`config.mk`:
```
export PLATFORM = sky130hd
export DESIGN_NAME = rgb_pwm_decoder
export DESIGN_NICKNAME = d
export VERILOG_FILES = /design/src/rtl/rgb_pwm_pkg.sv /design/src/rtl/pwm_channel_meter.sv /design/src/rtl/rgb_pwm_decoder.sv
export SDC_FILE = /design/constraint.sdc
export NUM_CORES = 1
export LEC_CHECK = 0
export CORE_AREA = 5 5 88 90
export DETAILED_ROUTE_END_ITERATION = 8
export DIE_AREA = 0 0 93 95
export GPL_TIMING_DRIVEN = 0
export PLACE_DENSITY = 0.81
export REMOVE_ABC_BUFFERS = 1
export SLEW_MARGIN = 20
export SYNTH_ARGS = -nofsm -noshare
export SYNTH_HDL_FRONTEND = slang
export SYNTH_SLANG_ARGS = --single-unit
```
`constraint.sdc`:
```
create_clock -name clk -period 10 [get_ports clk]
set_clock_uncertainty 0.05 [all_clocks]
set_input_delay 3 -clock clk [delete_from_list [all_inputs] [get_ports clk]]
set_output_delay 3 -clock clk [all_outputs]
set_load 0.005 [all_outputs]
```
`src/rtl/rgb_pwm_pkg.sv`:
```
// Shared constants and types for the RGB PWM duty/stuck decoder.
// Channel indices give each colour's bit position in the stuck vector.
package rgb_pwm_pkg;

    localparam int DEFAULT_WINDOW = 1200;

    localparam int CH_R = 2;
    localparam int CH_G = 1;
    localparam int CH_B = 0;

    typedef enum logic [1:0] {
        ST_IDLE,
        ST_LOW,
        ST_HIGH
    } chan_state_t;

endpackage

```
`src/rtl/pwm_channel_meter.sv`:
```
// One colour channel: synchronizes the PWM line, counts high samples and rising
// edges over the current window, and latches duty/stuck when the window closes.
module pwm_channel_meter
    import rgb_pwm_pkg::*;
#(
    parameter int CNT_W = 11
) (
    input  logic             clk,
    input  logic             reset,
    input  logic             pwm,
    input  logic             win_end,
    output logic [CNT_W-1:0] duty,
    output logic             stuck
);

    logic [1:0]       sync_ff;
    logic [1:0]       primed;
    chan_state_t      state;
    logic [CNT_W-1:0] high_cnt;
    logic             edge_seen;
    logic             s;
    logic             rise;
    logic [CNT_W-1:0] s_ext;

    assign s     = sync_ff[1];
    assign s_ext = CNT_W'(s);
    // Only a sample preceded by a known-low sample is an edge; IDLE->HIGH is not.
    assign rise  = (state == ST_LOW) && s;

    // The state machine waits in IDLE until the synchronizer holds a real sample,
    // so an input already high at reset release never registers as an edge.
    always_ff @(posedge clk or posedge reset) begin
        if (reset) begin
            sync_ff   <= 2'b00;
            primed    <= 2'b00;
            state     <= ST_IDLE;
            high_cnt  <= '0;
            edge_seen <= 1'b0;
            duty      <= '0;
            stuck     <= 1'b0;
        end else begin
            sync_ff <= {sync_ff[0], pwm};
            primed  <= {primed[0], 1'b1};
            if (primed[1]) begin
                state <= s ? ST_HIGH : ST_LOW;
            end
            if (win_end) begin
                duty      <= high_cnt + s_ext;
                stuck     <= ~(edge_seen | rise);
                high_cnt  <= '0;
                edge_seen <= 1'b0;
            end else begin
                high_cnt <= high_cnt + s_ext;
                if (rise) begin
                    edge_seen <= 1'b1;
                end
            end
        end
    end

endmodule

```
`src/rtl/rgb_pwm_decoder.sv`:
```
// Measures duty and edge activity of the three LED PWM lines over a fixed
// window, publishing results with a one-cycle valid strobe per window.
module rgb_pwm_decoder
    import rgb_pwm_pkg::*;
#(
    parameter int WINDOW = DEFAULT_WINDOW,
    parameter int CNT_W  = $clog2(WINDOW + 1)
) (
    input  logic             clk,
    input  logic             reset,
    input  logic             pwm_r,
    input  logic             pwm_g,
    input  logic             pwm_b,
    output logic [CNT_W-1:0] duty_r,
    output logic [CNT_W-1:0] duty_g,
    output logic [CNT_W-1:0] duty_b,
    output logic [2:0]       stuck,
    output logic             valid
);

    localparam int             WIN_W    = $clog2(WINDOW);
    localparam logic [WIN_W-1:0] WIN_LAST = WIN_W'(WINDOW - 1);

    logic [WIN_W-1:0] win_cnt;
    logic             win_end;

    assign win_end = (win_cnt == WIN_LAST);

    // valid is registered on the same edge the channels latch their results.
    always_ff @(posedge clk or posedge reset) begin
        if (reset) begin
            win_cnt <= '0;
            valid   <= 1'b0;
        end else begin
            win_cnt <= win_end ? '0 : win_cnt + 1'b1;
            valid   <= win_end;
        end
    end

    pwm_channel_meter #(.CNT_W(CNT_W)) u_meter_r (
        .clk     (clk),
        .reset   (reset),
        .pwm     (pwm_r),
        .win_end (win_end),
        .duty    (duty_r),
        .stuck   (stuck[CH_R])
    );

    pwm_channel_meter #(.CNT_W(CNT_W)) u_meter_g (
        .clk     (clk),
        .reset   (reset),
        .pwm     (pwm_g),
        .win_end (win_end),
        .duty    (duty_g),
        .stuck   (stuck[CH_G])
    );

    pwm_channel_meter #(.CNT_W(CNT_W)) u_meter_b (
        .clk     (clk),
        .reset   (reset),
        .pwm     (pwm_b),
        .win_end (win_end),
        .duty    (duty_b),
        .stuck   (stuck[CH_B])
    );

endmodule

```
==> results.json, run 1 <==
{
  "status": "complete, no violations",
  "wl_met3_um": 207,
  "regArea_mm2": 0.00245,
  "dp_hpwl_um": 4430,
  "grt_pass1_wl_um": 11600,
  "p_comb_share_pct": 13.4,
  "root_buffer": "clkbuf_8",
  "min_period_over_period_pct": 43.0,
  "row_count": 31,
  "cpMaxStageDelayCell": "clkdlybuf4s50_1",
  "arrival_ps": 1250,
  "p_leak_nw": 2.10,
  "worst_hold_startpoint": "u_meter_b.sync_ff[0]",
  "final_cell_mix": "dfrtp_1, nand2_1, clkdlybuf4s50_1",
  "drc": 0,
  "reg2reg_depth": 5,
  "yosysUniqueCellTypes": 32,
  "setup_slack_ps": 5700,
  "synth_warnings": 0,
  "vias": 2524,
  "ctsHoldBuffers": 0,
  "wl_met1_um": 2990,
  "synth_area_mm2": 0.00395,
  "antenna_found_initial": 0,
  "relSlewSlack_pct": 48.4,
  "port_buffers": 41,
  "grtUsageTotal_pct": 16.9,
  "synth-edff-count": 0,
  "final_nets": 397,
  "place.gp.congestion": 0.814,
  "report.power.total_w": 0.000907,
  "firstDrtPassIters": 4,
  "route.met2.wl_um": 3470,
  "num_antenna_cells": 0,
  "pin_count": 42,
  "clk_pin_slew_ps": 90,
  "setup_viol": 0,
  "min_path_cells": 0,
  "core_area_mm2": 0.00698,
  "netSwitchingPower_w": 0.000243,
  "cts_setup_buffers": 0,
  "drtIter0Drc": 147,
  "regToRegSetupSlack_ps": 7300,
  "whs_ps": 305,
  "hold_end": "u_meter_b.sync_ff[1]",
  "top_layer_used": "met4",
  "cts_sinks": 98,
  "rsz0062_at_grt": "false",
  "grt_max_degree": 83,
  "fin_crit_ps": 4300,
  "path_class": "register to primary output",
  "syn-instance-count": 349,
  "synth-seq-cells": 98,
  "crit_required_ps": 6950,
  "worst_pin_slew_ps": 774,
  "end_kind": "primary output",
  "multiInputGateArea_mm2": 0.00135,
  "chipWidth_um": 93,
  "tritoncts": "built",
  "fin_setup_tns_ps": 0,
  "cts_max_level": 3,
  "path_buf_inv": 1,
  "utilization_pct": 66.0,
  "syn2layout_area_growth_pct": 16.8,
  "clock.fmax_mhz": 233,
  "hold_viol_final": 0,
  "via_per_inst": 5.35,
  "die_height_um": 95,
  "crit_chain": "clkdlybuf4s50_1",
  "max_cap_viol_count": 0,
  "post_cts_resized": 0,
  "reg2reg_to": "u_meter_g.duty[1]",
  "dieArea_mm2": 0.00884,
  "seqPwrFrac_pct": 53.0,
  "nFillCells": 503,
  "clkLatencyLatePin_ps": 360,
  "synth.avg_cell_area_um2": 11.3,
  "p_int_w": 0.000665,
  "final_common_cell": "dfrtp_1",
  "swShare_pct": 26.7,
  "drive_gt1_share_pct": 8.46,
  "crit_family": "buffers and inverters",
  "cts_buffers": 9,
  "drv_slew": 0,
  "slowest_delay_ps": 510,
  "clkPwrFrac_pct": 33.6,
  "synth-seq-area-share_pct": 62.2,
  "power_density_mw_per_mm2": 197,
  "reg2reg_from": "win_cnt[4]",
  "ys.flop_type": "dfrtp_1",
  "postRouteAntennaNets": 0,
  "grt-ovfl-total": 0,
  "start_kind": "register",
  "grt_pass1_vias": 2534,
  "ir_drop_mv": 0.130,
  "clock_path_buffers": 2,
  "routedWlPerCell_um": 14.4,
  "initial_utilization_pct": 56.5,
  "async_flop_share_pct": 100,
  "hp-class": "register to register",
  "post-place-ws_ps": 5970,
  "wl_um": 6780,
  "crit_path_max_fanout": 2
}
layout make-up:
| class | count | share of cell area, % |
|---|---|---|
| clock inverters | 7 | 2.72 |
| multi-input cells | 230 | 29.2 |
| inverters | 4 | 0.435 |
| clock buffers | 9 | 2.69 |
| well taps | 82 | 2.23 |
| repair buffers | 42 | 9.51 |
| flip-flops and latches | 98 | 53.2 |
through the flow:
step / area (µm²) / instances
floorplan: 3810 / 332
finish: 4610 / 472
detailed placement: 4360 / 456
global placement: 4330 / 455
CTS: 4610 / 472
global route: 4610 / 472
cells by family after synthesis:
kind of cell	count (synthesis)	share of synthesized area (%)
AO/OA/AOI/OAI	36	5.58
XOR/XNOR	35	7.77
adder cells (fa/ha/maj)	7	2.22
buffers and inverters	21	3.74
flip-flops	98	62.2
multiplexers	3	0.825
other	1	0.0951
AND/OR/NAND/NOR	148	17.6
how the worst max path moves through the flow:
stage / start / endpoint / slack (ps) / cells after the start
after detailed placement: reset / u_meter_b.duty[4] / 5970 / 3
after global placement: reset / u_meter_b.duty[0] / 3070 / 2
final: u_meter_b.duty[9] / duty_b[9] / 5700 / 1
after floorplan: reset / u_meter_b.duty[0] / 4390 / 1
after global routing: u_meter_b.duty[9] / duty_b[9] / 5650 / 1
after CTS: u_meter_b.duty[9] / duty_b[9] / 5680 / 1
routing by layer:
metal	vias to the layer above	GRT usage, %
met4	0	8.42
met3	9	2.79
met1	1234	21.2
met5	-	0
li1	1236	-
met2	45	28.5
power by group through the flow:
stage                     Combinational, W  Sequential, W  Clock [W]
after floorplan                  0.0000977       0.000477          0
after global routing              0.000139       0.000487   0.000327
final                             0.000121       0.000481   0.000305
after detailed placement          0.000122       0.000487          0
after global placement            0.000115       0.000482          0
after CTS                         0.000124       0.000480   0.000312
flip-flops by register name (all words and copies together), names as in the netlist, 2 cells and up:
register            count
u_meter_g.duty         11
u_meter_b.sync_ff       2
u_meter_b.high_cnt     11
u_meter_r.duty         11
u_meter_r.state         2
u_meter_r.high_cnt     11
u_meter_b.duty         11
u_meter_g.sync_ff       2
u_meter_r.sync_ff       2
u_meter_g.high_cnt     11
u_meter_b.state         2
win_cnt                11
u_meter_g.state         2
cells in the mapped netlist (3+ instances only):
master / n / area (µm²)
clkbuf_1: 3 / 11.3
o21ai_1: 23 / 115
buf_2: 4 / 20.0
nor2_1: 38 / 143
nand4_1: 14 / 87.6
xnor2_1: 11 / 96.3
dfrtp_1: 98 / 2450
inv_1: 3 / 11.3
buf_6: 7 / 78.8
and4_1: 4 / 35.0
xor2_1: 24 / 210
and2_1: 4 / 25.0
and3_1: 7 / 43.8
nand3_1: 13 / 65.1
ha_1: 7 / 87.6
o21ai_2: 5 / 43.8
buf_4: 3 / 22.5
nand2_1: 59 / 221
and2_4: 4 / 35.0
Power figures use the tool's default switching activity.
==> run 2, diff against run 1 <==
- CORE_AREA: 5 5 88 90 -> 5 5 95 97
- DIE_AREA: 0 0 93 95 -> 0 0 100 102
- PLACE_DENSITY: 0.81 -> 0.74
- clock period: 10 -> 3.8 ns (I/O delays scaled with it)
==> run 2 against run 1 <==
Cell area shrank 0.38%; final cell count grew 4.9%; clock-buffer cell count increased by 1; power increased by 150%; non-clock buffer count is the same; register-to-register slack worse by 6200 ps; worst setup slack worse by 4600 ps; global-route usage decreased by 3.5 points; clock power rose by 120%; first-iteration DRC count rose by 7.5%; hold slack improved by 4.0 ps; largest power group unchanged.
==> results.json, run 2 (same netlist as run 1, synthesis figures left out) <==
{
  "postRouteAntennaNets": 0,
  "tritoncts": "built",
  "cts_max_level": 3,
  "rsz0062_at_grt": "false",
  "regArea_mm2": 0.00245,
  "grt_max_degree": 77,
  "final_nets": 397,
  "root_buffer": "clkbuf_8",
  "grt_pass1_vias": 2489,
  "cts_setup_buffers": 0,
  "crit_required_ps": 4040,
  "fin_crit_ps": 2720,
  "final_common_cell": "dfrtp_1",
  "dieArea_mm2": 0.0102,
  "arrival_ps": 2960,
  "cts_buffers": 9,
  "multiInputGateArea_mm2": 0.00135,
  "row_count": 33,
  "num_antenna_cells": 0,
  "crit_start": "win_cnt[4]",
  "ctsHoldBuffers": 0,
  "grtUsageTotal_pct": 13.4,
  "core_area_mm2": 0.00805,
  "min_period_over_period_pct": 71.6,
  "initial_utilization_pct": 49.0,
  "regToRegSetupSlack_ps": 1080,
  "final_cells": 495,
  "hp-class": "register to register",
  "clkLatencyLatePin_ps": 350,
  "min_path_cells": 0,
  "drtIter0Drc": 158,
  "clock_path_buffers": 2,
  "drive_gt1_share_pct": 8.46,
  "via_per_inst": 4.99,
  "nFillCells": 702,
  "hold_viol_final": 0,
  "max_cap_viol_count": 0,
  "vias": 2472,
  "firstDrtPassIters": 4,
  "worst_pin_slew_ps": 778,
  "reg2reg_to": "u_meter_r.duty[0]",
  "drc": 0,
  "reg2reg_depth": 5,
  "start_kind": "register",
  "ir_drop_mv": 0.244,
  "final_cell_mix": "dfrtp_1, nand2_1, clkdlybuf4s50_1",
  "reg2reg_from": "win_cnt[4]",
  "end_kind": "register",
  "whs_ps": 309,
  "cts_sinks": 98,
  "clock.fmax_mhz": 368,
  "endpoint": "u_meter_r.duty[0]",
  "port_buffers": 41,
  "wl_um": 6370,
  "post_cts_resized": 0,
  "routedWlPerCell_um": 12.9,
  "status": "complete, no violations",
  "clk_pin_slew_ps": 90,
  "syn2layout_area_growth_pct": 16.3,
  "grt-ovfl-total": 0,
  "dp_hpwl_um": 4270,
  "cpMaxStageDelayCell": "or3_4",
  "grt_pass1_wl_um": 11000,
  "setup_viol": 0,
  "relSlewSlack_pct": 48.2,
  "pin_count": 42,
  "chipWidth_um": 100,
  "p_leak_nw": 2.08,
  "cpMostUsedCell": "nand2_1",
  "die_height_um": 102,
  "dp.cells": 479,
  "crit_path_max_fanout": 76,
  "place.gp.congestion": 0.795,
  "power_density_mw_per_mm2": 488,
  "path_class": "register to register",
  "antenna_found_initial": 0,
  "crit_chain": "or4b_1 -> or3_4 -> inv_2 -> nand2_1 -> nand2_1",
  "slowest_delay_ps": 650,
  "drv_slew": 0
}
run 2: cell count changes in the layout (fill, tap and decap cells not counted), sizes merged:
cell,delta
bufinv,-2
inv,-1
clkinvlp,+1
clkbuf,+1
clkinv,+1
run 2: worst min path at each step:
stage | slack, ps | end | from
2_1_floorplan | 280 | u_meter_b.primed[1] | u_meter_g.primed[0]
3_3_place_gp | 280 | u_meter_b.primed[1] | u_meter_g.primed[0]
3_5_place_dp | 290 | u_meter_b.sync_ff[1] | u_meter_b.sync_ff[0]
4_1_cts | 310 | u_meter_b.sync_ff[1] | u_meter_b.sync_ff[0]
5_1_grt | 320 | u_meter_g.sync_ff[1] | u_meter_g.sync_ff[0]
6_report | 310 | u_meter_b.primed[1] | u_meter_g.primed[0]
run 2: routing by layer:
metal	wire (µm)	part of all wire, %	global-route usage (%)
met1	2900	45	16.2
met2	3160	50	23.4
met3	235	3.7	3.41
met4	75	1.2	4.66
met5	0	0	0
run 2: metrics by stage:
step | utilization (%) | area, µm² | TNS (ps) | setup slack [ps] | total power, W
finish | 57.0 | 4590 | 0 | 1080 | 0.00224
global route | 57.0 | 4590 | 0 | 905 | 0.00236
CTS | 57.0 | 4590 | 0 | 1050 | 0.00227
detailed placement | 54.5 | 4390 | 0 | 1080 | 0.00160
global placement | 54.1 | 4350 | -127780 | -1310 | 0.00157
floorplan | - | 3810 | 0 | 47.9 | 0.00151
run 2: area by class of cell:
cell class	instances	area share, %
tap	105	2.86
timing repair buffer	42	9.54
sequential	98	53.4
multi-input combinational	230	29.3
inverter	4	0.436
clock inverter	6	1.42
clock buffer	10	3.00
run 2: where the power goes:
group          internal, W  switching [W]  leakage, nW  total, W
clock network     0.000323       0.000342        0.103  0.000665
registers          0.00116       0.000104         1.27   0.00126
logic             0.000149       0.000166        0.705  0.000316
total              0.00163       0.000612         2.08   0.00224
run 2: worst max-delay path: cells and delay by family (launching register included):
| kind | cells | cell delay, ps |
|---|---|---|
| simple gates | 4 | 1430 |
| flops | 1 | 480 |
| buf+inv | 1 | 650 |
==> run 3, diff against run 2 <==
- clock period: 3.8 -> 2.5 ns (I/O delays scaled with it)
==> run 3 against run 2 <==
Fmax rose by 16%; die area unchanged; clock-buffer cell count unchanged; clock power is 52% higher; power is 52% higher; first-iteration DRC count up 1.9%; largest cell class unchanged; largest power group unchanged.
==> results.json, run 3 (same netlist as run 1, synthesis figures left out) <==
{
  "worst_pin_slew_ps": 816,
  "report.power.total_w": 0.00341,
  "dieArea_mm2": 0.0102,
  "grt_max_degree": 77,
  "drv_slew": 0,
  "grt_pass1_vias": 2489,
  "crit_path_max_fanout": 76,
  "postRouteAntennaNets": 0,
  "firstDrtPassIters": 4,
  "cts_setup_buffers": 0,
  "fin_crit_ps": 2360,
  "cts_buffers": 9,
  "crit_start": "win_cnt[4]",
  "ctsHoldBuffers": 0,
  "pin_count": 42,
  "initial_utilization_pct": 49.0,
  "tritoncts": "built",
  "syn2layout_area_growth_pct": 16.5,
  "place.gp.congestion": 0.795,
  "cts_max_level": 3,
  "chipWidth_um": 100,
  "reg2reg_to": "u_meter_r.duty[0]",
  "arrival_ps": 2590,
  "dpl-instance-area_mm2": 0.00439,
  "reg2reg_from": "win_cnt[4]",
  "antenna_found_initial": 0,
  "drc": 0,
  "ir_drop_mv": 0.371,
  "fin_setup_tns_ps": 0,
  "rsz0062_at_grt": "false",
  "clkLatencyLatePin_ps": 350,
  "endpoint": "u_meter_r.duty[0]",
  "crit_required_ps": 2740,
  "max_cap_viol_count": 0,
  "reg2reg_depth": 5,
  "port_buffers": 41,
  "hp-class": "register to register",
  "design_area_mm2": 0.00460,
  "core_area_mm2": 0.00805,
  "drtIter0Drc": 161,
  "routedWlPerCell_um": 12.9,
  "min_period_over_period_pct": 94.2,
  "via_per_inst": 4.99,
  "root_buffer": "clkbuf_8",
  "drive_gt1_share_pct": 8.46,
  "grt_pass1_wl_um": 11000,
  "wl_um": 6390,
  "grt-ovfl-total": 0,
  "die_height_um": 102,
  "whs_ps": 309,
  "grtUsageTotal_pct": 13.4,
  "status": "complete, no violations",
  "end_kind": "register",
  "final_cell_mix": "dfrtp_1, nand2_1, clkdlybuf4s50_1",
  "p_leak_nw": 2.08,
  "regToRegSetupSlack_ps": 140,
  "hold_viol_final": 0,
  "clock_path_buffers": 2,
  "clock.fmax_mhz": 425,
  "cts_sinks": 98,
  "utilization_pct": 57.1,
  "row_count": 33,
  "dp_hpwl_um": 4270,
  "power_density_mw_per_mm2": 742,
  "relSlewSlack_pct": 45.6,
  "final_common_cell": "dfrtp_1",
  "vias": 2470,
  "setup_viol": 0,
  "clk_pin_slew_ps": 90,
  "start_kind": "register",
  "final_nets": 397,
  "num_antenna_cells": 0,
  "min_path_cells": 0,
  "path_class": "register to register"
}
## run 3: per-stage QoR
step / std cells / worst slack [ps]
6_report: 495 / 145
3_3_place_gp: 478 / -2220
3_5_place_dp: 479 / -221
2_1_floorplan: 332 / -862
5_1_grt: 495 / 32.5
4_1_cts: 495 / 76.3
## run 3: worst max-delay path: stages, from the launching register on
cell and delay (ps):
dfrtp_1 480, or4b_1 570, or3_4 660, inv_8 330, nand2_1 90, nand2_1 70
## run 3: per-layer routing
metal / wire, µm / up-vias / track usage, % / part of all wire [%]
li1: - / 1228 / - / -
met1: 2920 / 1198 / 16.2 / 46
met2: 3160 / 38 / 23.4 / 49
met3: 235 / 6 / 3.41 / 3.7
met4: 75 / 0 / 4.66 / 1.2
met5: 0 / - / 0 / 0
## run 3: worst min path at each step
stage                                    start                   end  slack (ps)
after floorplan            u_meter_g.primed[0]   u_meter_b.primed[1]         280
after global placement     u_meter_g.primed[0]   u_meter_b.primed[1]         280
after detailed placement  u_meter_b.sync_ff[0]  u_meter_b.sync_ff[1]         290
after CTS                 u_meter_b.sync_ff[0]  u_meter_b.sync_ff[1]         310
after global routing      u_meter_g.sync_ff[0]  u_meter_g.sync_ff[1]         320
final                      u_meter_g.primed[0]   u_meter_b.primed[1]         310
## run 3: power breakdown
group	switching [W]	total, W	leakage, nW	internal, W
sequential	0.000158	0.00191	1.27	0.00176
combinational	0.000253	0.000480	0.705	0.000227
clock	0.000523	0.00101	0.103	0.000492
## run 3: timing repair
item	CTS	global route
endpoints found under the setup margin	41	9
pin swaps	0	0
gates resized for setup	2	1
## run 3: layout make-up
class,count,area [µm²]
clock buffer,10,138
tap,105,131
multi-input combinational,230,1350
timing repair buffer,42,438
clock inverter,6,65.1
fill,703,3450
sequential,98,2450
inverter,4,27.5
==> variant 1 (settings of run 3) <==
Register the output `duty_r`; this adds one clock of latency there. The other outputs are not delayed to match.
--- a/src/rtl/rgb_pwm_decoder.sv
+++ b/src/rtl/rgb_pwm_decoder.sv
@@ -22,4 +22,6 @@
     localparam logic [WIN_W-1:0] WIN_LAST = WIN_W'(WINDOW - 1);
 
+    logic [CNT_W-1:0] duty_r_d;
+
     logic [WIN_W-1:0] win_cnt;
     logic             win_end;
@@ -43,5 +45,5 @@
         .pwm     (pwm_r),
         .win_end (win_end),
-        .duty    (duty_r),
+        .duty    (duty_r_d),
         .stuck   (stuck[CH_R])
     );
@@ -65,4 +67,8 @@
     );
 
+    always_ff @(posedge clk) begin
+        duty_r <= duty_r_d;
+    end
+
 endmodule
 
Formal check against the unedited RTL: same outputs for any inputs over 10 cycles, from zero or initial values and one cycle with reset high; that may be too few to reach the edited logic, so the function may still have changed.
==> variant 1 against run 3 <==
- wire length up 23%
- area after synthesis up 10%
- fmax increased by 4.5%
- setup slack better by 100 ps
- critical path type unchanged
- design area up 9.5%
- synthesized cell count rose by 2.3%
- sequential cell count is 11 higher
- total power rose by 5.5%
==> variant 1: results <==
metrics = {
    "outcome": {
        "status": "finished, final reports clean",
    },
    "synthesis": {
        "ys_seq_area_share_pct": 61.54,
        "yosys.cell_types.count": 35,
        "synthCells": 357,
    },
    "final_layout": {
        "seq_share_pct": 53.11,
        "drive_gt1_share_pct": 11.06,
        "design.seq.count": 109,
        "multi_input_area_um2": 1509,
        "utilization_pct": 62.50,
        "regArea_um2": 2673,
        "nNetsFinal": 405,
        "multi_input_gates": 217,
    },
    "global_routing": {
        "met3_usage_pct": 4.778,
        "grt_pass1_vias": 2886,
        "grt_pass1_wl_mm": 13.81,
        "grt_max_degree": 52,
    },
    "place": {
        "place_area_um2": 4813,
        "hpwl_mm": 5.109,
        "dp_cells": 485,
        "dp_slack_ps": -371.9,
    },
    "setup_path": {
        "arrival_ps": 2460,
        "cp_slowest_stage_delay_ps": 420,
        "regToRegSetupSlack_ps": 250,
        "path_max_fanout": 37,
        "slowest_stage": "and3_4",
    },
    "routing": {
        "wl_met2_mm": 3.724,
        "drtIter0Drc": 136,
        "m1WireLength_mm": 3.558,
    },
    "pwr": {
        "total_power_mw": 3.597,
        "ir_drop_mv": 0.4688,
    },
    "clocking": {
        "cts-resized-gates": 3,
        "post_cts_buffers": 2,
    },
    "min_path": {
        "hp-start": "u_meter_r.sync_ff[0]$_DFF_PP0_",
    },
    "timing": {
        "period_share_pct": 90.14,
    },
}
variant 1: changes by cell type after synthesis, moves of 11 or more:
cell     delta
xor2_1     -17
a31oi_1    +41
nor2b_1    +13
dfxtp_1    +11
nand2_1    -50
a21oi_1    +21
or3_1      +13
o21ai_1    -23
nor2_1     -29
o21ai_0    +15
variant 1: logic make-up (layout without fill, tap and decap cells):
logic type	count (synthesis)	in the layout	synth area share [%]
buffers and inverters	31	72	4.004
DFF	109	109	61.54
and+or+nand+nor	87	87	11.99
adders and majority gates	7	7	2.017
other	1	1	0.08635
xor gates and xnor gates	15	15	3.025
muxes	15	15	4.753
AOI/OAI and AO/OA	92	92	12.59
variant 1: per-stage QoR:
stage / hold WS [ps] / setup TNS (ps)
3_3_place_gp: 281.6 / -293230
3_5_place_dp: 284.7 / -11870
6_report: 305.9 / 0
2_1_floorplan: 281.2 / -104120
4_1_cts: 308.3 / 0
5_1_grt: 314.1 / 0
==> variant 2 (config.mk and constraints of run 3) <==
Made on the original files. Set the package constant `DEFAULT_WINDOW` to 600 (it was 1200).
--- a/src/rtl/rgb_pwm_pkg.sv
+++ b/src/rtl/rgb_pwm_pkg.sv
@@ -3,5 +3,5 @@
 package rgb_pwm_pkg;
 
-    localparam int DEFAULT_WINDOW = 1200;
+    localparam int DEFAULT_WINDOW = 600;
 
     localparam int CH_R = 2;
Ports: changed (resized duty_b, duty_g and duty_r); port bits go from 42 to 39. No check against the original RTL was run, so the function may have changed too.
==> variant 2 against run 3 <==
- setup slack got worse by 24 ps
- wire length up 9.8%
- clock power is 8% lower
- die area is the same
- area after synthesis is 5.1% lower
- design area decreased by 4.1%
- total power decreased by 6.1%
- sequential cell count shrank 7
- critical endpoint is now u_meter_r.duty[4]$_DFFE_PP0N_
==> variant 2: results <==
metrics = {
    "outcome": {
        "status": "finished, final reports clean",
    },
    "global_routing": {
        "met3_usage_pct": 2.662,
        "grtUsageTotal_pct": 14.08,
        "grt_use_met2_pct": 24.53,
        "grt_pass1_wl_mm": 11.54,
        "grt_max_degree": 58,
    },
    "setup_path": {
        "cp_slowest_stage_delay_ps": 580,
        "slowest_stage": "nor4bb_4",
        "arrival_ps": 2570,
        "path_max_fanout": 36,
    },
    "synthesis": {
        "yosys-top-cells-count": "91 x dfrtp_1, 37 x a31oi_1, 19 x a21oi_1, 16 x o21ai_0, 15 x nand3_1",
        "netlist_top_cells_area": "dfrtp_1 61%, a31oi_1 6.2%, mux2_1 2.7%",
        "ys_seq_area_share_pct": 60.83,
    },
    "routing": {
        "vias": 2505,
        "drtIter0Drc": 129,
        "met3_length_um": 262,
        "wl_met2_mm": 3.628,
        "drt-wirelength-per-cell_um": 15.22,
    },
    "place": {
        "io_buffers": 38,
        "gp_congestion": 0.7729,
        "hpwl_mm": 4.640,
    },
    "final_layout": {
        "nFillCells": 697,
        "nNetsFinal": 363,
    },
    "pwr": {
        "ir_drop_mv": 0.4178,
        "power_clock_mw": 0.934,
        "p_leak_nw": 1.900,
        "power.switching_mw": 0.9685,
    },
}
variant 2: what timing repair did:
action / in CTS / in global routing
pin swaps: 1 / 0
cloned: 1 / 0
setup endpoints to repair: 32 / 50
gates resized for setup: 0 / 2
hold endpoints to repair: 0 / 0
variant 2: through the flow:
stage / util [%] / total power, mW / setup slack, ps / cells
floorplan: - / 2.156 / -1647 / 298
global placement: 51.33 / 2.255 / -2991 / 441
detailed placement: 52.29 / 2.299 / -224.7 / 444
CTS: 54.67 / 3.238 / 17.15 / 461
global route: 54.76 / 3.379 / 9.072 / 461
finish: 54.76 / 3.200 / 120.5 / 461
variant 2: final timing paths:
path	start	slack (ps)	end	depth (start not counted)
max	win_cnt[3]$_DFF_PP0_	120	u_meter_r.duty[4]$_DFFE_PP0N_	4
min	u_meter_r.sync_ff[0]$_DFF_PP0_	290	u_meter_r.sync_ff[1]$_DFF_PP0_	0
max reg2reg	win_cnt[3]$_DFF_PP0_	120	u_meter_r.duty[4]$_DFFE_PP0N_	4
min reg2reg	u_meter_r.sync_ff[0]$_DFF_PP0_	290	u_meter_r.sync_ff[1]$_DFF_PP0_	0
max in group asynchronous	reset	1080	u_meter_r.high_cnt[9]$_DFF_PP0_	3
min in group asynchronous	reset	700	u_meter_b.stuck$_DFFE_PP0N_	2
variant 2: cell families after synthesis:
family | synth area share, %
xor gates and xnor gates | 3.509
DFF | 60.83
buffers and inverters | 4.579
adders and majority gates | 2.339
AOI/OAI and AO/OA | 11.70
and+or+nand+nor | 11.60
other | 0.1002
muxes | 5.348
variant 2: cell type report:
class	count	area [um2]	share of cell area, %
clock buffer	9	123.9	2.809
clock inverter	7	60.06	1.362
inverter	13	51.30	1.163
multi-input combinational	195	1335	30.28
sequential	91	2277	51.65
tap	105	131.4	2.980
timing repair buffer	41	430.4	9.762
